### config.mk
export PLATFORM = sky130hd
export DESIGN_NAME = game_sequencer
export DESIGN_NICKNAME = d
export VERILOG_FILES = /design/src/rtl/game_pkg.sv /design/src/rtl/tick_counter.sv /design/src/rtl/game_sequencer.sv
export SDC_FILE = /design/constraint.sdc
export NUM_CORES = 1
export LEC_CHECK = 0
export BUFFER_PORTS_ARGS = -buffer_cell sky130_fd_sc_hd__buf_4
export CAP_MARGIN = 30
export CORE_ASPECT_RATIO = 1.1
export CORE_MARGIN = 2
export CORE_UTILIZATION = 60
export CTS_CLUSTER_DIAMETER = 200
export DETAILED_ROUTE_END_ITERATION = 8
export GPL_TIMING_DRIVEN = 0
export PLACE_DENSITY_LB_ADDON = 0.12
export SYNTH_ARGS = -nofsm -noshare
export SYNTH_HDL_FRONTEND = slang
export SYNTH_HIERARCHICAL = 1
export SYNTH_SLANG_ARGS = --single-unit
### constraint.sdc
create_clock -name clk_i -period 3.13 [get_ports clk_i]
set_clock_uncertainty 0.1 [all_clocks]
set_input_delay 0.939 -clock clk_i [delete_from_list [all_inputs] [get_ports clk_i]]
set_output_delay 0.939 -clock clk_i [all_outputs]
set_load 0.02 [all_outputs]
### src/rtl/game_pkg.sv
// Shared types for the game sequencer: FSM state encoding and the default frequency-step word.
package game_pkg;

    typedef enum logic [2:0] {
        IDLE      = 3'd0,
        COUNTDOWN = 3'd1,
        PLAY      = 3'd2,
        PAUSE     = 3'd3,
        DONE      = 3'd4
    } state_e;

    localparam int FSTEP_WIDTH = 32;

    typedef logic [FSTEP_WIDTH-1:0] fstep_t;

endpackage

### src/rtl/tick_counter.sv
// Modulo-N counter with enable and synchronous clear.
// tick_o is high on the enabled cycle in which the count wraps back to zero.
module tick_counter #(
    parameter int count_p = 10
) (
    input  logic clk_i,
    input  logic reset_ni,
    input  logic en_i,
    input  logic clr_i,
    output logic tick_o
);

    localparam int W = (count_p > 1) ? $clog2(count_p) : 1;
    localparam logic [W-1:0] LAST = W'(count_p - 1);

    logic [W-1:0] r_cnt;
    logic         w_term;

    assign w_term = (r_cnt == LAST);
    assign tick_o = en_i && w_term;

    always_ff @(posedge clk_i or negedge reset_ni) begin
        if (!reset_ni) begin
            r_cnt <= '0;
        end else if (clr_i) begin
            r_cnt <= '0;
        end else if (en_i) begin
            r_cnt <= w_term ? '0 : r_cnt + 1'b1;
        end
    end

endmodule

### src/rtl/game_sequencer.sv
// Start/countdown/play sequencer: counts down in seconds, then steps through a
// loadable pattern of DDS frequency steps, one note per beat, with pause and loop.
module game_sequencer
    import game_pkg::*;
#(
    parameter int fstep_width_p     = $bits(fstep_t),
    parameter int depth_p           = 16,
    parameter int cycles_per_sec_p  = 22_727_272,
    parameter int cycles_per_beat_p = 5_681_818,
    parameter int countdown_s_p     = 3
) (
    input  logic                       clk_i,
    input  logic                       reset_ni,
    input  logic                       startbutton_i,
    input  logic                       pause_i,
    input  logic                       loop_i,
    input  logic [$clog2(depth_p):0]   len_i,
    input  logic                       wr_v_i,
    input  logic [$clog2(depth_p)-1:0] wr_addr_i,
    input  logic [fstep_width_p-1:0]   wr_data_i,
    output logic [fstep_width_p-1:0]   fstep_o,
    output logic                       second_o,
    output logic [$clog2(depth_p)-1:0] note_idx_o,
    output logic [2:0]                 state_o,
    output logic                       done_o
);

    localparam int AW    = $clog2(depth_p);
    localparam int LEN_W = AW + 1;
    localparam int CDW   = $clog2(countdown_s_p + 1);

    state_e                   r_state;
    state_e                   w_next_state;
    logic                     r_start_prev;
    logic [AW-1:0]            r_note_idx;
    logic [AW-1:0]            r_last_idx;
    logic [CDW-1:0]           r_cd_cnt;
    logic [fstep_width_p-1:0] r_fstep;
    logic [fstep_width_p-1:0] r_mem [depth_p];

    logic          w_start_edge;
    logic          w_clr;
    logic          w_sec_en;
    logic          w_beat_en;
    logic          w_sec_tick;
    logic          w_beat_tick;
    logic [AW-1:0] w_eff_last;

    assign w_start_edge = startbutton_i && !r_start_prev;
    assign w_clr        = (r_state == IDLE) && w_start_edge;
    assign w_sec_en     = (r_state == COUNTDOWN) || (r_state == PLAY);
    assign w_beat_en    = (r_state == PLAY);

    // A length of 0 or anything beyond the memory means "play the whole memory".
    assign w_eff_last = (len_i == '0 || len_i > LEN_W'(depth_p)) ?
                        AW'(depth_p - 1) : AW'(len_i - 1'b1);

    tick_counter #(.count_p(cycles_per_sec_p)) u_sec_cnt (
        .clk_i    (clk_i),
        .reset_ni (reset_ni),
        .en_i     (w_sec_en),
        .clr_i    (w_clr),
        .tick_o   (w_sec_tick)
    );

    tick_counter #(.count_p(cycles_per_beat_p)) u_beat_cnt (
        .clk_i    (clk_i),
        .reset_ni (reset_ni),
        .en_i     (w_beat_en),
        .clr_i    (w_clr),
        .tick_o   (w_beat_tick)
    );

    always_comb begin
        w_next_state = r_state;
        unique case (r_state)
            IDLE:      if (w_start_edge) w_next_state = COUNTDOWN;
            COUNTDOWN: if (w_sec_tick && r_cd_cnt == CDW'(countdown_s_p - 1)) w_next_state = PLAY;
            PLAY: begin
                // Finishing the pattern wins over a pause request in the same cycle.
                if (w_beat_tick && r_note_idx == r_last_idx && !loop_i) w_next_state = DONE;
                else if (pause_i)                                      w_next_state = PAUSE;
            end
            PAUSE:     if (!pause_i) w_next_state = PLAY;
            DONE:      w_next_state = IDLE;
            default:   w_next_state = IDLE;
        endcase
    end

    always_ff @(posedge clk_i or negedge reset_ni) begin
        if (!reset_ni) begin
            r_state      <= IDLE;
            r_start_prev <= 1'b1;
            r_note_idx   <= '0;
            r_last_idx   <= '0;
            r_cd_cnt     <= '0;
            r_fstep      <= '0;
        end else begin
            r_state      <= w_next_state;
            r_start_prev <= startbutton_i;
            if (w_clr) begin
                r_note_idx <= '0;
                r_last_idx <= w_eff_last;
                r_cd_cnt   <= '0;
            end else begin
                if (r_state == COUNTDOWN && w_sec_tick) r_cd_cnt <= r_cd_cnt + 1'b1;
                if (w_beat_tick) r_note_idx <= (r_note_idx == r_last_idx) ? '0 : r_note_idx + 1'b1;
            end
            r_fstep <= (r_state == PLAY) ? r_mem[r_note_idx] : '0;
        end
    end

    // Pattern memory is deliberately not reset so a loaded tune survives a game reset.
    always_ff @(posedge clk_i) begin
        if (wr_v_i) r_mem[wr_addr_i] <= wr_data_i;
    end

    assign fstep_o    = r_fstep;
    assign second_o   = w_sec_tick;
    assign note_idx_o = r_note_idx;
    assign state_o    = r_state;
    assign done_o     = (r_state == DONE);

endmodule

; ---- Yosys cells after proc, flatten, opt, wreduce, memory -nomap -nowiden
; Memory sizes are Yosys's and may differ from the RTL's.
; Cells that the tools add are included.
[word_totals]
elab_cells = 67
regBits = 94
ramBits = 512
n_memories = 1
[memory_table]
columns = name, words, width, read_ports, rd_ports_with_merged_regs, write_ports, line_no
row1 = r_mem, 16, 32, 1, 0, 1, game_sequencer.sv:39  ; logic [fstep_width_p-1:0] r_mem [depth_p];
[classes]
reduce_logical = 19
addsub = 5
order_cmp = 1
n_eq_ne = 12
mux = 21
[op_table]
columns = operator, n
row1 = two-way mux 25 bit, 3
row2 = two-way mux 23 bit, 3
row3 = two-way mux 32 bit, 1
row4 = "adder 25 x 1 -> 25 bit, second input constant", 1
row5 = "== test 25 bit, second input constant", 1
row6 = "adder 23 x 1 -> 23 bit, second input constant", 1
row7 = "== test 23 bit, second input constant", 1
row8 = two-way mux 4 bit, 4
row9 = two-way mux 3 bit, 5
row10 = case mux 3 bit (4 select lines), 1
row11 = logical AND 1 bit, 8
row12 = nonzero test 2 bit, 4
row13 = "== test 3 x 2 -> 1 bit, second input constant", 2
row14 = "inequality test 2 bit, second input constant", 3
row15 = "greater-than comparator 5 bit, second input constant", 1
row16 = zero test 5 bit, 1
row17 = "adder 4 x 1 -> 4 bit, second input constant", 1
row18 = == test 4 bit, 1
row19 = two-way mux 2 bit, 2
row20 = AND reduction 4 bit, 1
row21 = "subtractor 4 x 1 -> 4 bit, second input constant", 1
row22 = "== test 3 x 1 -> 1 bit, second input constant", 1
row23 = "== test 3 bit, second input constant", 1
row24 = zero test 3 bit, 1
row25 = other kinds (6), 9

; ---- Longest topological paths before layout
[depth]
word_depth = 6
ltp_mapped = 10

; ---- Cells and area by module
; The synthesis kept the hierarchy.
[by_module_without_submodules]
columns = mod, area_per_inst_um2, n_inst, seq_area_each_um2, cells_per_inst
row1 = game_sequencer, 20892.5, 1, 16527.1, 930
row2 = tick_counter at u_sec_cnt, 1605.3, 1, 625.6, 190
row3 = tick_counter at u_beat_cnt, 1267.5, 1, 575.6, 132

; ---- Worst setup path before layout
; No wires, ideal clock.
[synth_path]
path_type = input port to flip-flop
startpoint = input wr_addr_i[2]
endpoint = memory r_mem[0][0] (netlist bit) (enable)
required_ns = 2.569
arrival_ns = 3.657
cell_stages = 2
path_slack_ns = -1.089
n_path_buf = 0
cell_sequence = or3b_2 > nor3_1
[synth_rtl]
columns = item, line_no
row1 = "start, declared", game_sequencer.sv:19  ; input logic [$clog2(depth_p)-1:0] wr_addr_i,
row2 = "end, declared", game_sequencer.sv:39
; Straight into the memory's write port.

; ---- Worst setup path after layout
[layout_path]
startpoint = register u_sec_cnt.r_cnt[13]
endpoint = output second_o
[layout_via]
elab_chain_len = 2
[layout_rtl]
columns = item, line_no
row1 = "start, declared", tick_counter.sv:16  ; logic [W-1:0] r_cnt;
row2 = "start signal, assigned", tick_counter.sv:28  ; r_cnt <= w_term ? '0 : r_cnt + 1'b1;
row3 = == test 25 bit, tick_counter.sv:19  ; assign w_term = (r_cnt == LAST);
row4 = logical AND 1 bit, tick_counter.sv:20  ; assign tick_o = en_i && w_term;
row5 = "end, declared", game_sequencer.sv:22  ; output logic second_o,
; No other way between the ends.

==> flow_summary.toml <==
[worst_hold_path]
hold_class = "in -> async"

[detailed_routing]
route.detailed.drc = 0
first_pass_iters = 5
wire_per_inst_um = 27.12
wl_um = 53680
via_count = 12840
viasPerCell = 6.488
ant_nets = 0
drt_iter0_drc = 1238

[worst_setup_path]
endpoint_kind = "output port"
slowest_stage = "dfrtp_2"
crit_fanout = 8
crit_family = "simple AND/OR/NAND/NOR gates"
crit_path_start = "u_sec_cnt/r_cnt[13]"
crit_buf_inv = 1
r2r_slack_ps = 280
critical-path-max-stage-delay_ps = 480
required_ps = 2090
r2r_end = "u_beat_cnt/r_cnt[9]"
arrival_ps = 2020
r2r_start = "state_o[2]"
path_cells = "nor4b_2 -> and4_4 -> nand2_8 -> nor2_4 -> buf_6"
endpoint = "second_o"
critPathKind = "reg -> out"
path_depth = 5
start_kind = "flop"
reg2reg_depth = 8

[placement]
hpwlAfterDp_um = 32450
gp_congestion = 0.8847
pre_cts_ws_ps = -294.7
io_buffer_count = 87

[die]
die-area_um2 = 41220
fp.dieH_um = 212.7
core-area_um2 = 39080
die_w_um = 193.8
ios = 88
initial_core_util_pct = 60.81
fp-row-count = 76

[cts]
cts_buffers = 57
clk_pin_slew_worst_paths_ps = 60
cts-root-buf = "clkbuf_16"
clk_latency_ps = 600
cts.sinks = 606
clockBufferDepth = 3
cts_tree = "built"
h-tree-depth = 2

[global_route]
antenna_found_initial = 2
grt-ovfl-total = 0
grtUsageTotal_pct = 26.61
grt_max_degree = 65
grt_pass1_wl_um = 80240
grt_pass1_vias = 12850

[logic_synthesis]
synthCells = 1252
synth_edf_count = 512
ys.flop_type = "edfxtp_1"
ys_async_sr_fraction_pct = 15.51
seq_area_frac_synth_pct = 74.60
synth_warnings = 6
synth_area_um2 = 23770
avgSynthCellArea_um2 = 18.98
synth_cell_types = 66
ys_ff_latch = 606
syn_nets = 1305

[cells_and_area]
seq_area_um2 = 17740
drive_above_1_share_pct = 27.94
areaGrowthSynthToFinish_pct = 16.65
nets = 1477
final_common_cell = "edfxtp_1"
final_cell_mix = "edfxtp_1, mux4_2, buf_4, dfrtp_1, nand2_1"
fillers = 2379
multi_input_area_um2 = 5834

[sta]
hold_viol = 0
final-setup-viol-count = 0
drv_slew = 0
worst_slack_ps = 74.44
fin_crit_sh_pct = 97.62
tightest_slew_ps = 981.2
max_freq_ghz = 0.3273
max-slew-margin-rel_pct = 34.59
min_period_ps = 3056

[power_and_ir_drop]
finalPower_w = 0.01690
p_leak_nw = 9.649
vdd_drop_max_mv = 0.5987
power_density_nw_per_um2 = 609.6

[run]
drv_cap = 0

[status]
status = "completed"
flip-flops by register name, indices dropped and copies added (netlist names):
signal and count:
r_cd_cnt 2, fstep_o 32, note_idx_o 4, r_start_prev 1, u_sec_cnt/r_cnt 25, state_o 3
u_beat_cnt/r_cnt 23, r_mem 512, r_last_idx 4
cell type report:
type / instances / share of cell area [%]
antenna: 1 / 0.009027
buffer: 59 / 1.331
clock buffer: 70 / 5.394
clock inverter: 36 / 1.164
inverter: 17 / 0.2437
multi-input combinational: 567 / 21.05
sequential: 606 / 63.99
tap: 507 / 2.288
timing repair buffer: 116 / 4.536
power by group:
part | internal, W | switching [W]
sequential | 0.00903 | 0.000186
combinational | 0.000371 | 0.000571
clock | 0.00387 | 0.00287
total | 0.0133 | 0.00363
cell families after synthesis:
family	Yosys count	share of synthesized area, %
flip-flops	606	74.60
AND/OR/NAND/NOR	273	6.076
AO/OA/AOI/OAI	121	3.606
adder cells (fa/ha/maj)	6	0.3159
multiplexers	134	12.34
XOR/XNOR	33	1.216
buffers and inverters	79	1.853
worst register-to-register path, stage by stage, from the launching register on:
cell and delay [ps]:
dfrtp_1 520, nor4_1 110, nand2_1 280, clkinv_1 520, o2111ai_1 580, nor2_1 170
and3_2 250, xnor2_1 160, nor2_2 50
stage by stage:
stage	std cells	setup TNS (ps)	util (%)	cell area (µm²)	hold WS [ps]
6_report	1979	0	70.93	27720	195.7
5_1_grt	1978	-29.25	70.92	27720	229.1
4_1_cts	1973	0	70.62	27600	203.3
3_5_place_dp	1867	-736.3	65.83	25730	377.9
3_3_place_gp	1846	-819060	64.17	25080	383.6
2_1_floorplan	1252	-22760	-	23790	359.8
synthesized netlist by cell type (all sizes together) (5+ instances only):
cell type,n,area [µm²]
edfxtp,512,15370
mux4,127,2860
dfrtp,93,2327
nand2,67,251.5
a22oi,63,473.0
nor2,59,224.0
buf,41,295.3
nand3,27,135.1
nor3,26,135.1
nand4,25,162.6
clkbuf,21,81.33
a21oi,19,95.09
xnor2,18,157.7
inv,15,56.30
xor2,15,131.4
and3,10,66.31
o21ai,9,45.04
nand3b,8,60.06
nor3b,7,62.56
nor4,7,56.30
a31oi,6,37.54
ha,6,75.07
mux2i,6,60.06
nor4b,6,52.55
nand2b,5,31.28
worst min path at each step:
stage | from | endpoint | slack [ps]
after floorplan | r_last_idx[2] | r_last_idx[2] | 360
after global placement | u_beat_cnt/r_cnt[19] | u_beat_cnt/r_cnt[19] | 380
after detailed placement | r_last_idx[2] | r_last_idx[2] | 380
after CTS | reset_ni | u_sec_cnt/r_cnt[5] | 200
after global routing | reset_ni | u_sec_cnt/r_cnt[7] | 230
final | reset_ni | u_sec_cnt/r_cnt[7] | 200
metal layers:
metal	vias up	GRT usage, %	wire, µm
met5	-	0	15
met1	6695	37.91	21900
met2	606	43.19	26390
met3	89	5.054	4140
met4	2	7.239	1231
li1	5448	-	-
timing repair:
| action | in CTS | in global routing |
|---|---|---|
| buffers inserted | 1 | 7 |
| setup endpoints to repair | 1 | 1 |
| hold buffers | 0 | 0 |
| pin swaps | 2 | 4 |
| gates resized for setup | 12 | 20 |
Note: power is estimated with default switching activity, not from simulation.
